### src/rtl/vga_timing_gen.sv
// Free-running VGA raster timing generator: pixel/line counters, sync decode and a short
// ce-gated delay line that keeps hsync/vsync/display_on_d aligned with registered RGB.
module vga_timing_gen #(
    parameter int unsigned H_DISPLAY   = 640,
    parameter int unsigned H_FRONT     = 16,
    parameter int unsigned H_SYNC      = 96,
    parameter int unsigned H_BACK      = 48,
    parameter int unsigned V_DISPLAY   = 480,
    parameter int unsigned V_FRONT     = 10,
    parameter int unsigned V_SYNC      = 2,
    parameter int unsigned V_BACK      = 33,
    parameter bit          SYNC_ACTIVE = 1'b0,
    parameter int unsigned SYNC_DELAY  = 1     // legal range 0..3
) (
    input  logic       clk,
    input  logic       rst_n,
    input  logic       ce,
    output logic [9:0] hpos,
    output logic [9:0] vpos,
    output logic       display_on,
    output logic       display_on_d,
    output logic       hsync,
    output logic       vsync,
    output logic       line_start,
    output logic       frame_start,
    output logic [7:0] frame_count
);

    localparam int unsigned H_TOTAL = H_DISPLAY + H_FRONT + H_SYNC + H_BACK;
    localparam int unsigned V_TOTAL = V_DISPLAY + V_FRONT + V_SYNC + V_BACK;

    localparam logic [9:0] H_LAST     = 10'(H_TOTAL - 1);
    localparam logic [9:0] V_LAST     = 10'(V_TOTAL - 1);
    localparam logic [9:0] H_DISP_END = 10'(H_DISPLAY);
    localparam logic [9:0] V_DISP_END = 10'(V_DISPLAY);
    localparam logic [9:0] HS_FIRST   = 10'(H_DISPLAY + H_FRONT);
    localparam logic [9:0] HS_LAST    = 10'(H_DISPLAY + H_FRONT + H_SYNC - 1);
    localparam logic [9:0] VS_FIRST   = 10'(V_DISPLAY + V_FRONT);
    localparam logic [9:0] VS_LAST    = 10'(V_DISPLAY + V_FRONT + V_SYNC - 1);

    // {hsync, vsync, display_on} as held by a delay stage out of reset
    localparam logic [2:0] PIPE_IDLE = {~SYNC_ACTIVE, ~SYNC_ACTIVE, 1'b0};

    logic [9:0] hpos_q, hpos_d;
    logic [9:0] vpos_q, vpos_d;
    logic [7:0] frame_q, frame_d;
    logic       hsync_raw, vsync_raw;
    logic [2:0] raw;

    always_ff @(posedge clk or negedge rst_n) begin
        if (!rst_n) begin
            hpos_q  <= '0;
            vpos_q  <= '0;
            frame_q <= '0;
        end else begin
            hpos_q  <= hpos_d;
            vpos_q  <= vpos_d;
            frame_q <= frame_d;
        end
    end

    always_comb begin
        hpos_d  = hpos_q;
        vpos_d  = vpos_q;
        frame_d = frame_q;
        if (ce) begin
            if (hpos_q == H_LAST) begin
                hpos_d = '0;
                if (vpos_q == V_LAST) begin
                    vpos_d  = '0;
                    frame_d = frame_q + 8'd1;
                end else begin
                    vpos_d = vpos_q + 10'd1;
                end
            end else begin
                hpos_d = hpos_q + 10'd1;
            end
        end
    end

    always_comb begin
        display_on = (hpos_q < H_DISP_END) && (vpos_q < V_DISP_END);
        hsync_raw  = ((hpos_q >= HS_FIRST) && (hpos_q <= HS_LAST)) ? SYNC_ACTIVE : ~SYNC_ACTIVE;
        vsync_raw  = ((vpos_q >= VS_FIRST) && (vpos_q <= VS_LAST)) ? SYNC_ACTIVE : ~SYNC_ACTIVE;
        raw        = {hsync_raw, vsync_raw, display_on};
    end

    if (SYNC_DELAY == 0) begin : g_no_delay
        assign {hsync, vsync, display_on_d} = raw;
    end else begin : g_delay
        logic [2:0] pipe_q [SYNC_DELAY];

        always_ff @(posedge clk or negedge rst_n) begin
            if (!rst_n) begin
                for (int i = 0; i < int'(SYNC_DELAY); i++) begin
                    pipe_q[i] <= PIPE_IDLE;
                end
            end else if (ce) begin
                pipe_q[0] <= raw;
                for (int i = 1; i < int'(SYNC_DELAY); i++) begin
                    pipe_q[i] <= pipe_q[i-1];
                end
            end
        end

        assign {hsync, vsync, display_on_d} = pipe_q[SYNC_DELAY-1];
    end

    assign hpos        = hpos_q;
    assign vpos        = vpos_q;
    assign frame_count = frame_q;
    assign line_start  = ce && (hpos_q == '0);
    assign frame_start = ce && (hpos_q == '0) && (vpos_q == '0);

endmodule

### config.mk
export PLATFORM = sky130hd
export DESIGN_NAME = vga_timing_gen
export DESIGN_NICKNAME = d
export VERILOG_FILES = /design/src/rtl/vga_timing_gen.sv
export SDC_FILE = /design/constraint.sdc
export NUM_CORES = 1
export LEC_CHECK = 0
export BUFFER_PORTS_ARGS = -buffer_cell sky130_fd_sc_hd__buf_2
export CORE_UTILIZATION = 35
export DETAILED_ROUTE_END_ITERATION = 8
export SLEW_MARGIN = 20
export SYNTH_ARGS = -nofsm -noshare
export SYNTH_HDL_FRONTEND = slang
export SYNTH_SLANG_ARGS = --single-unit
### constraint.sdc
create_clock -name clk -period 5.1 [get_ports clk]
set_input_delay 1.53 -clock clk [delete_from_list [all_inputs] [get_ports clk]]
set_output_delay 1.53 -clock clk [all_outputs]
set_load 0.01 [all_outputs]
==> metrics.txt <==
Multi-input gate area 805.8 sq um; Power Density 324.0 nW/um^2; Max-slew headroom 52.57%; Synth Area in Compound Gates 7.698%; Final Hold Vio Count 0; # clock sinks 31; ys flop type dfrtp_1; DR WL/cell 14.23 um; TritonRoute pass-1 iters 6; post-CTS setup buffer count 0; largest family of logic cells by synthesized area simple AND/OR/NAND/NOR gates; top cell type by total area after synthesis dfrtp_1; Mapped Area 1658 sq um; synth top area cells dfrtp_1 44%, xor2_1 5.3%, xnor2_1 4.2%, nand3_1 3.9%, ha_1 3.8%; clk slew on worst S/H paths 0.07 ns; post-synthesis xor/xnor area fraction 9.509%; leak pwr 1.013 nW; DR iter-0 viols 104; Clock Tree Root clkbuf_8; register area 778.2 sq um; CP top delay family simple AND/OR/NAND/NOR gates; Antenna diodes 0; GRT Total Usage 15.76%; YS warnings 0; RSZ-0062 raised after global routing no; final wirelength 3516 um; Post-synth EDFFs 0; FMAX 0.2454 GHz; clk_lat worst skew 0.28 ns; Clk pwr share 39.3%; FP Rows 24; hold path depth 1; NetSw 176.8 uW; Buf+Inv Stages, Crit Path 2; Worst-Margin Slew 0.7114 ns; Nets 202; Core Footprint 4444 sq um; Hold WS 0.4619 ns; Initial Utilization 37.30%; Switching Fraction 27.65%; peak supply drop 196.1 uV; Syn Nets 165; routed vias 1315; reg2reg setup slack 3.21 ns; GP Congestion 0.7419; worst min path class reg -> reg; largest net degree at the start of global routing 32; R2R depth 5; initial antenna violation count 0; DRC 0; Hold Crit Endpoint frame_count[7]$_DFFE_PN0P_; TritonCTS Buffers 5; outcome complete, no violations; Mean Syn Cell Area 10.56 sq um; Vias/cell 5.324; # fillers 449; Cell variety after synth 41; crit path kind in -> out; Bufs on Longest Clock Path 2; Worst Setup End Kind output pin; crit-path cells buf_2, nor2b_1, and4_1, and4_1, buf_2; TNS Setup 0 ns; DIE WIDTH 70.83 um; worst clock skew 0.006768 ns; placed cell areas 1856 sq um; final setup vio count 0; register area share after synthesis 46.94%; post-synthesis mux area share 1.962%; Int Power 462.6 uW; Tmin final 4.075 ns; FFs w/ async S/R, synth 100.0%; max_cap viols 0; full die area 5016 sq um; reg-to-reg startpoint hpos[0]$_DFFE_PN0P_; simple-gate area share of the yosys netlist 25.66%; CTS tree built; first-pass GRT wire length 6161 um; post-layout util 44.40%; dpl hpwl 2491 um; post-route clock period utilization 79.90%; Slowest cell on crit path and4_1; proportion of layout cells with a drive suffix above 1 29.74%; Critical Path Start Type input port; CTS-repair resized insts 0; synthesis-stage register bit count 31; worst r2r dst vpos[4]$_DFFE_PN0P_; slowest stage delay, CP 0.25 ns; # hold bufs at CTS 0; Yosys top cell area share 43.77%; Detail Route Antenna Nets 0; Sequential Power Share 47.7%; total grt overflow 0; critical path arrival 2.54 ns; Layout area overhead 19.02%; CP Max Fanout 14; Required @ worst endpoint 3.57 ns; vias in the first global route 1287; Top-Level Pins 37; post-synthesis adder-cell area fraction 3.774%; post-route cell area 1973 sq um; fin. max-slew vios 0; Hold Startpoint frame_count[7]$_DFFE_PN0P_; Die Ht 70.83 um; synthesized instance count 157; combinational power share 13.0%; I/O Buffers 36; H-tree Lvls 2
==> how the worst max path moves through the flow <==
stage               startpoint          end  slack [ns]  cells after the start
floorplan                   ce  frame_start        1.43                      3
global placement            ce  frame_start        1.08                      5
detailed placement          ce  frame_start        1.05                      5
CTS                         ce  frame_start        1.04                      5
finish                      ce  frame_start        1.03                      5
global route                ce  frame_start        0.96                      5
==> routing by layer <==
metal	vias up	share of wire, %	GRT usage [%]
li1	644	-	-
met1	634	50	21.32
met2	33	45	23.82
met3	4	3.7	5.128
met4	0	0.54	5.333
met5	-	0	0
==> through the flow <==
stage	setup slack (ns)	instances	power, mW
finish	1.025	247	0.6394
global route	0.9641	247	0.6787
CTS	1.045	247	0.6473
detailed placement	1.046	239	0.3935
global placement	1.085	239	0.3945
floorplan	1.434	157	0.3661
==> registers in the layout (all words and copies together), names as in the netlist <==
name / count
vpos: 10
frame_count: 8
g_delay.pipe_q: 3
hpos: 10
==> cells in the mapped netlist (2+ instances only) <==
master / count
a21oi_1: 2
and3_1: 3
and3_2: 3
and4_1: 3
buf_6: 3
clkbuf_2: 2
dfrtp_1: 29
dfstp_2: 2
ha_1: 5
inv_1: 7
mux2_2: 2
nand2_1: 7
nand3_1: 13
nand4_1: 8
nor2_1: 7
nor2b_1: 2
nor3_1: 7
nor4_4: 2
o21ai_0: 12
xnor2_1: 8
xor2_1: 10
==> logic make-up after synthesis <==
group | Yosys count
adder cells (fa/ha/maj) | 5
flip-flops | 31
buffers and inverters | 13
AO/OA/AOI/OAI | 21
XOR/XNOR | 18
AND/OR/NAND/NOR | 66
multiplexers | 3
==> layout by cell type (no fill, tap or decap), types with 2 or more instances in the layout <==
cell,synthesis,routed
a21oi_1,2,2
and3_1,3,3
and3_2,3,3
and4_1,3,3
buf_2,0,36
clkbuf_8,0,6
dfrtp_1,29,29
dfstp_2,2,2
ha_1,5,5
inv_1,7,7
mux2_2,2,2
nand2_1,7,7
nand3_1,13,13
nand4_1,8,8
nor2_1,7,7
nor2b_1,2,2
nor3_1,7,7
nor4_4,2,2
o21ai_0,12,12
xnor2_1,8,8
xor2_1,10,10
==> area by class of cell <==
cell class	instances	share of cell area, %
Clock inverter	2	1.776
Multi-Input combinational cell	113	40.84
Tap cell	52	3.297
Sequential cell	31	39.44
Clock buffer	6	4.185
Inverter	7	1.332
Timing Repair Buffer	36	9.131
==> power by group through the flow <==
stage / combinational, mW / sequential [mW] / clock [mW]
3_5_place_dp: 0.0846 / 0.309 / 0
5_1_grt: 0.0973 / 0.310 / 0.271
2_1_floorplan: 0.0680 / 0.298 / 0
3_3_place_gp: 0.0838 / 0.311 / 0
4_1_cts: 0.0849 / 0.305 / 0.257
6_report: 0.0834 / 0.305 / 0.251
(Power assumes the default switching activity.)
